===== src/rtl/timer_scheduler_pkg.sv =====
// Shared register map, control-bit positions and channel state type for the timer scheduler.
package timer_scheduler_pkg;

    localparam int unsigned ADDR_W = 5;
    localparam int unsigned DATA_W = 32;

    localparam logic [ADDR_W-1:0] ADDR_PENDING = 5'h00;
    localparam logic [ADDR_W-1:0] ADDR_MASK    = 5'h01;
    localparam logic [ADDR_W-1:0] ADDR_ACTIVE  = 5'h02;
    localparam logic [ADDR_W-1:0] ADDR_CH_BASE = 5'h08;

    localparam int unsigned CH_STRIDE = 4;

    localparam logic [1:0] CH_CTRL   = 2'd0;
    localparam logic [1:0] CH_RELOAD = 2'd1;
    localparam logic [1:0] CH_COUNT  = 2'd2;

    localparam int unsigned CTRL_EN_BIT       = 0;
    localparam int unsigned CTRL_PERIODIC_BIT = 1;

    typedef struct packed {
        logic              en;
        logic              periodic;
        logic [DATA_W-1:0] reload;
        logic [DATA_W-1:0] count;
    } ch_state_t;

endpackage


===== src/rtl/timer_scheduler_channel.sv =====
// One countdown channel: CTRL/RELOAD/COUNT storage, tick-driven countdown and expiry pulse.
module timer_scheduler_channel
    import timer_scheduler_pkg::*;
(
    input  logic              i_clock,
    input  logic              i_reset,
    input  logic              tick,
    input  logic              wr_ctrl,
    input  logic              wr_reload,
    input  logic              wr_count,
    input  logic [DATA_W-1:0] wdata,
    output ch_state_t         state,
    output logic              fire_c
);

    ch_state_t state_n;
    logic      expire_c;

    // A zero count on a running channel expires like a count of one.
    always_comb begin
        state_n  = state;
        expire_c = state.en && (state.count <= DATA_W'(1));
        fire_c   = tick && expire_c && !wr_ctrl && !wr_count;

        if (tick && state.en) begin
            if (expire_c) begin
                if (state.periodic) begin
                    state_n.count = state.reload;
                end else begin
                    state_n.count = '0;
                    state_n.en    = 1'b0;
                end
            end else begin
                state_n.count = state.count - DATA_W'(1);
            end
        end

        if (wr_reload) begin
            state_n.reload = wdata;
        end

        // CPU writes to CTRL/COUNT override the tick update of the same cycle.
        if (wr_ctrl) begin
            state_n.periodic = wdata[CTRL_PERIODIC_BIT];
            if (wdata[CTRL_EN_BIT]) begin
                state_n.count = state.reload;
                state_n.en    = (state.reload != '0);
            end else begin
                state_n.en = 1'b0;
            end
        end

        if (wr_count) begin
            state_n.count = wdata;
        end
    end

    always_ff @(posedge i_clock) begin
        if (i_reset) begin
            state <= '0;
        end else begin
            state <= state_n;
        end
    end

endmodule


===== src/rtl/timer_scheduler.sv =====
// Multi-channel tick scheduler: shared prescaler, bus register file, pending/mask and interrupt.
module timer_scheduler
    import timer_scheduler_pkg::*;
#(
    parameter int unsigned NUM_CHANNELS = 4,
    parameter int unsigned TICK_DIV     = 1000
)
(
    input  logic              i_clock,
    input  logic              i_reset,
    input  logic              i_request,
    input  logic              i_rw,
    input  logic [ADDR_W-1:0] i_address,
    input  logic [DATA_W-1:0] i_wdata,
    output logic [DATA_W-1:0] o_rdata,
    output logic              o_ready,
    output logic              o_interrupt,
    output logic              o_tick
);

    localparam int unsigned      PRE_W    = (TICK_DIV > 1) ? $clog2(TICK_DIV) : 1;
    localparam logic [PRE_W-1:0] PRE_LAST = PRE_W'(TICK_DIV - 1);

    logic [PRE_W-1:0]        prescale_q;
    logic [PRE_W-1:0]        prescale_n;
    logic                    tick_q;
    logic                    request_q;
    logic [NUM_CHANNELS-1:0] pending_q;
    logic [NUM_CHANNELS-1:0] pending_n;
    logic [NUM_CHANNELS-1:0] mask_q;

    logic                    access_c;
    logic                    write_c;
    logic                    ch_hit_c;
    logic [ADDR_W-1:0]       ch_off_c;
    logic [2:0]              ch_idx_c;
    logic [1:0]              reg_off_c;
    logic [DATA_W-1:0]       rdata_c;
    logic [NUM_CHANNELS-1:0] w1c_c;
    logic [NUM_CHANNELS-1:0] active_c;
    logic [NUM_CHANNELS-1:0] wr_ctrl_c;
    logic [NUM_CHANNELS-1:0] wr_reload_c;
    logic [NUM_CHANNELS-1:0] wr_count_c;
    logic [NUM_CHANNELS-1:0] fire_c;
    ch_state_t               ch_state [NUM_CHANNELS];

    always_comb begin
        prescale_n = (prescale_q == PRE_LAST) ? '0 : prescale_q + PRE_W'(1);
    end

    // Bus decode: access only on a rising request edge.
    always_comb begin
        access_c  = i_request && !request_q;
        write_c   = access_c && i_rw;
        ch_hit_c  = (i_address >= ADDR_CH_BASE);
        ch_off_c  = i_address - ADDR_CH_BASE;
        ch_idx_c  = 3'(ch_off_c / ADDR_W'(CH_STRIDE));
        reg_off_c = ch_off_c[1:0];
        w1c_c     = (write_c && (i_address == ADDR_PENDING)) ? i_wdata[NUM_CHANNELS-1:0] : '0;
        wr_ctrl_c   = '0;
        wr_reload_c = '0;
        wr_count_c  = '0;
        active_c    = '0;
        for (int unsigned c = 0; c < NUM_CHANNELS; c++) begin
            active_c[c] = ch_state[c].en;
            if (write_c && ch_hit_c && (ch_idx_c == 3'(c))) begin
                wr_ctrl_c[c]   = (reg_off_c == CH_CTRL);
                wr_reload_c[c] = (reg_off_c == CH_RELOAD);
                wr_count_c[c]  = (reg_off_c == CH_COUNT);
            end
        end
    end

    // Read mux; unmapped addresses and absent channels read zero.
    always_comb begin
        rdata_c = '0;
        case (i_address)
            ADDR_PENDING: rdata_c = DATA_W'(pending_q);
            ADDR_MASK:    rdata_c = DATA_W'(mask_q);
            ADDR_ACTIVE:  rdata_c = DATA_W'(active_c);
            default: begin
                for (int unsigned c = 0; c < NUM_CHANNELS; c++) begin
                    if (ch_hit_c && (ch_idx_c == 3'(c))) begin
                        case (reg_off_c)
                            CH_CTRL: begin
                                rdata_c[CTRL_EN_BIT]       = ch_state[c].en;
                                rdata_c[CTRL_PERIODIC_BIT] = ch_state[c].periodic;
                            end
                            CH_RELOAD: rdata_c = ch_state[c].reload;
                            CH_COUNT:  rdata_c = ch_state[c].count;
                            default:   rdata_c = '0;
                        endcase
                    end
                end
            end
        endcase
    end

    // Hardware expiry beats a same-cycle W1C of the same bit.
    always_comb begin
        pending_n = (pending_q & ~w1c_c) | fire_c;
    end

    always_ff @(posedge i_clock) begin
        if (i_reset) begin
            prescale_q  <= '0;
            tick_q      <= 1'b0;
            request_q   <= 1'b0;
            pending_q   <= '0;
            mask_q      <= '0;
            o_interrupt <= 1'b0;
            o_ready     <= 1'b0;
            o_rdata     <= '0;
        end else begin
            prescale_q  <= prescale_n;
            tick_q      <= (prescale_n == PRE_LAST);
            request_q   <= i_request;
            pending_q   <= pending_n;
            o_interrupt <= |(pending_q & mask_q);
            if (write_c && (i_address == ADDR_MASK)) begin
                mask_q <= i_wdata[NUM_CHANNELS-1:0];
            end
            if (access_c) begin
                o_ready <= 1'b1;
                o_rdata <= rdata_c;
            end else if (!i_request) begin
                o_ready <= 1'b0;
            end
        end
    end

    assign o_tick = tick_q;

    for (genvar c = 0; c < NUM_CHANNELS; c++) begin : g_ch
        timer_scheduler_channel u_channel (
            .i_clock   (i_clock),
            .i_reset   (i_reset),
            .tick      (tick_q),
            .wr_ctrl   (wr_ctrl_c[c]),
            .wr_reload (wr_reload_c[c]),
            .wr_count  (wr_count_c[c]),
            .wdata     (i_wdata),
            .state     (ch_state[c]),
            .fire_c    (fire_c[c])
        );
    end

endmodule

===== config.mk =====
export PLATFORM = sky130hd
export DESIGN_NAME = timer_scheduler
export DESIGN_NICKNAME = d
export VERILOG_FILES = /design/src/rtl/timer_scheduler_pkg.sv /design/src/rtl/timer_scheduler_channel.sv /design/src/rtl/timer_scheduler.sv
export SDC_FILE = /design/constraint.sdc
export NUM_CORES = 1
export LEC_CHECK = 0
export CAP_MARGIN = 20
export CORE_MARGIN = 8
export CORE_UTILIZATION = 49
export DETAILED_ROUTE_END_ITERATION = 12
export HOLD_SLACK_MARGIN = 0.15
export PLACE_DENSITY = 0.66
export SLEW_MARGIN = 20
export SYNTH_ARGS = -nofsm -noshare
export SYNTH_HDL_FRONTEND = slang
export SYNTH_SLANG_ARGS = --single-unit

===== constraint.sdc =====
create_clock -name i_clock -period 5.7 [get_ports i_clock]
set_input_delay 0.57 -clock i_clock [delete_from_list [all_inputs] [get_ports i_clock]]
set_output_delay 0.57 -clock i_clock [all_outputs]
set_load 0.02 [all_outputs]

==> flow_metrics.env <==
export IMPL_worst_setup_path_start_kind="input pin"
export IMPL_grt_total_usage_pct=37.80
export IMPL_dp_cells=3045
export IMPL_drv_slew=0
export IMPL_hp_class="register to register"
export IMPL_setup_viol=0
export IMPL_dr_pass1_iters=7
export IMPL_seq_area_mm2=0.006366
export IMPL_postCtsHoldBufs=0
export IMPL_h_tree_depth=2
export IMPL_gp_congestion=1.081
export IMPL_power_frac_comb_pct=8.5
export IMPL_core_area_mm2=0.03865
export IMPL_clk_pin_slew_worst_paths_ns=0.06
export IMPL_syn_num_nets=2697
export IMPL_cp_arrival_ns=4.65
export IMPL_dp_hpwl_um=60490
export IMPL_wl_met1_um=35810
export IMPL_p_clk_share_pct=49.3
export IMPL_syn_inst=2641
export IMPL_clock_sinks=318
export IMPL_route_met2_wl_um=36480
export IMPL_grt_ovfl_total=0
export IMPL_slew_headroom_pct=21.14
export IMPL_setup_tns_final_ns=0
export IMPL_end_kind="register"
export IMPL_postSynthAreaPerCell_um2=7.254
export IMPL_synth_edf_count=0
export IMPL_async_flop_share_pct=0
export IMPL_ys_types=80
export IMPL_synth_area_leader_cell="dfxtp_1"
export IMPL_synth_area_leaders="dfxtp_1 (33%), nand2_1 (8.3%), a21oi_1 (6.5%)"
export IMPL_mostFrequentLayoutCells="nand2_1 (421), dfxtp_1 (318), a21oi_1 (247)"
export IMPL_syn2layout_area_growth_pct=11.68
export IMPL_seq_area_frac_synth_pct=33.23
export IMPL_routed_wl_um=88790
export IMPL_met3_length_um=10300
export IMPL_vias=22060
export IMPL_power_switching_mw=1.397
export IMPL_tightest_slew_ns=1.166
export IMPL_multi_input_area_mm2=0.01184
export IMPL_hold_start="o_rdata[31]"
export IMPL_swShare_pct=26.14
export IMPL_intPower_mw=3.949
export IMPL_die_w_um=213.7
export IMPL_period_share_pct=72.61
export IMPL_grt_max_degree=113
export IMPL_numCtsBuffers=38
export IMPL_hold_viol_final=0
export IMPL_clkLatencyLatePin_ns=0.58
export IMPL_initial_core_util_pct=49.57
export IMPL_fmax_mhz=241.6
export IMPL_path_max_fanout=15
export IMPL_port_buffers=75
export IMPL_row_count=72
export IMPL_die_h_um=213.7
export IMPL_post_cts_resized=0
export IMPL_p_per_area_mw_per_mm2=249.9
export IMPL_top_layer="met4"
export IMPL_synth_top_area_share_pct=33.23
export IMPL_drive_gt1_share_pct=6.286
export IMPL_status="finished clean"
export IMPL_pin_count=76
export IMPL_total_power_mw=5.346
export IMPL_grt_pass1_wl_um=131100
export IMPL_postCtsSetupRepairBufs=0
export IMPL_synthFlopType="dfxtp_1"
export IMPL_critPathKind="input pin to register"
export IMPL_postLayoutSetupSlackWorst_ns=1.561
export IMPL_final_core_util_pct=55.36
export IMPL_maxCapViolCount=0
export IMPL_grt_pass1_vias=19950
export IMPL_final_cells=3112
export IMPL_place_ws_ns=1.238
export IMPL_nets=2623
export IMPL_wl_per_cell_um=28.53
export IMPL_clock_skew_ns=0.01702
export IMPL_rsz0062_at_grt="false"
export IMPL_drc_errors=0
export IMPL_root_buffer="clkbuf_16"
export IMPL_ys_ff_latch=318
export IMPL_dieArea_mm2=0.04568
export IMPL_seqPwrFrac_pct=42.2
export IMPL_layout_commonest_cell="nand2_1"
export IMPL_p_leak_nw=7.071
export IMPL_vias_per_cell=7.089
export IMPL_ys_warn_count=0
export IMPL_cts_buffer_depth=3
export IMPL_r2r_start="g_ch[3].u_channel.state[2]"
export IMPL_cts_tree="yes"
export IMPL_critPathRequiredTime_ns=6.21
export IMPL_antenna_found_initial=3
export IMPL_ir_drop_v=0.0002134
export IMPL_crit_start="i_address[3]"
export IMPL_fin_crit_ns=4.139
export IMPL_syn_cell_area_mm2=0.01916
export IMPL_drtIter0Drc=3326
export IMPL_final_fill_count=3750
export IMPL_ant_nets=0
-- registers in the layout, summed over array words and instances (netlist names) --
register and cells:
g_ch.u_channel.state 264, mask_q 4, o_interrupt 1, o_rdata 32
o_ready 1, o_tick 1, pending_q 4, prescale_q 10
request_q 1
-- through the flow --
stage               hold slack, ns  instance area, um^2
floorplan                   0.4411                19160
global placement            0.4416                20060
detailed placement          0.4474                20060
CTS                         0.4548                21370
global route                0.4780                21390
finish                      0.4609                21390
-- final timing paths --
path	endpoint	slack, ns	cells past startpoint
worst min register to register	o_rdata[31]	0.46	2
worst min-delay path	o_rdata[31]	0.46	2
worst max-delay path	g_ch[2].u_channel.state[1]	1.56	7
worst max register to register	g_ch[3].u_channel.state[23]	1.98	6
-- cells by family (layout without fill, tap and decap cells) --
group	count (synthesis)	after routing	share of synthesized area, %
flip-flops	318	318	33.23
AND/OR/NAND/NOR	1129	1129	28.61
other	0	1	0
multiplexers	5	5	0.2613
XOR/XNOR	38	38	1.737
adder cells (fa/ha/maj)	15	15	0.9797
AO/OA/AOI/OAI	874	874	29.76
buffers and inverters	262	214	5.414
-- critical path: stages --
cell,delay [ns]
clkdlybuf4s50_1,0.82
inv_1,0.18
ha_1,0.48
nor4b_1,0.97
nand2_1,0.63
nor2_1,0.73
a221o_1,0.26
-- power groups by stage --
stage	registers (mW)	clock network, mW	logic [mW]
floorplan	2.30	0	0.260
global placement	2.31	0	0.429
detailed placement	2.31	0	0.430
CTS	2.26	2.64	0.432
global route	2.26	2.73	0.467
finish	2.26	2.63	0.454
-- cell usage after synthesis (32+ instances only) --
cell type    n
o211ai_1    37
o21ai_0    117
nand2_1    425
nand3_1     63
a31oi_1     32
nor4_1      95
a211oi_1    64
nor3_1      92
dfxtp_1    318
a21oi_1    247
o22ai_1     67
a22oi_1    142
or3_1       41
clkbuf_1   200
nor2_1     233
nand4_1     33
-- area by class of cell --
cell class	count	area share (%)
flip-flops and latches	318	29.76
clock inverters	12	0.8831
multi-input cells	2061	55.33
repair buffers	125	5.345
clock buffers	54	5.246
well taps	518	3.029
inverters	23	0.4035
diodes	1	0.01170
-- routing by layer --
metal	global-route usage, %	vias up
met5	0	-
li1	-	9730
met3	9.296	260
met2	53.65	1477
met1	50.98	10590
met4	23.33	0
No activity file was read; power rests on OpenSTA's default activity.
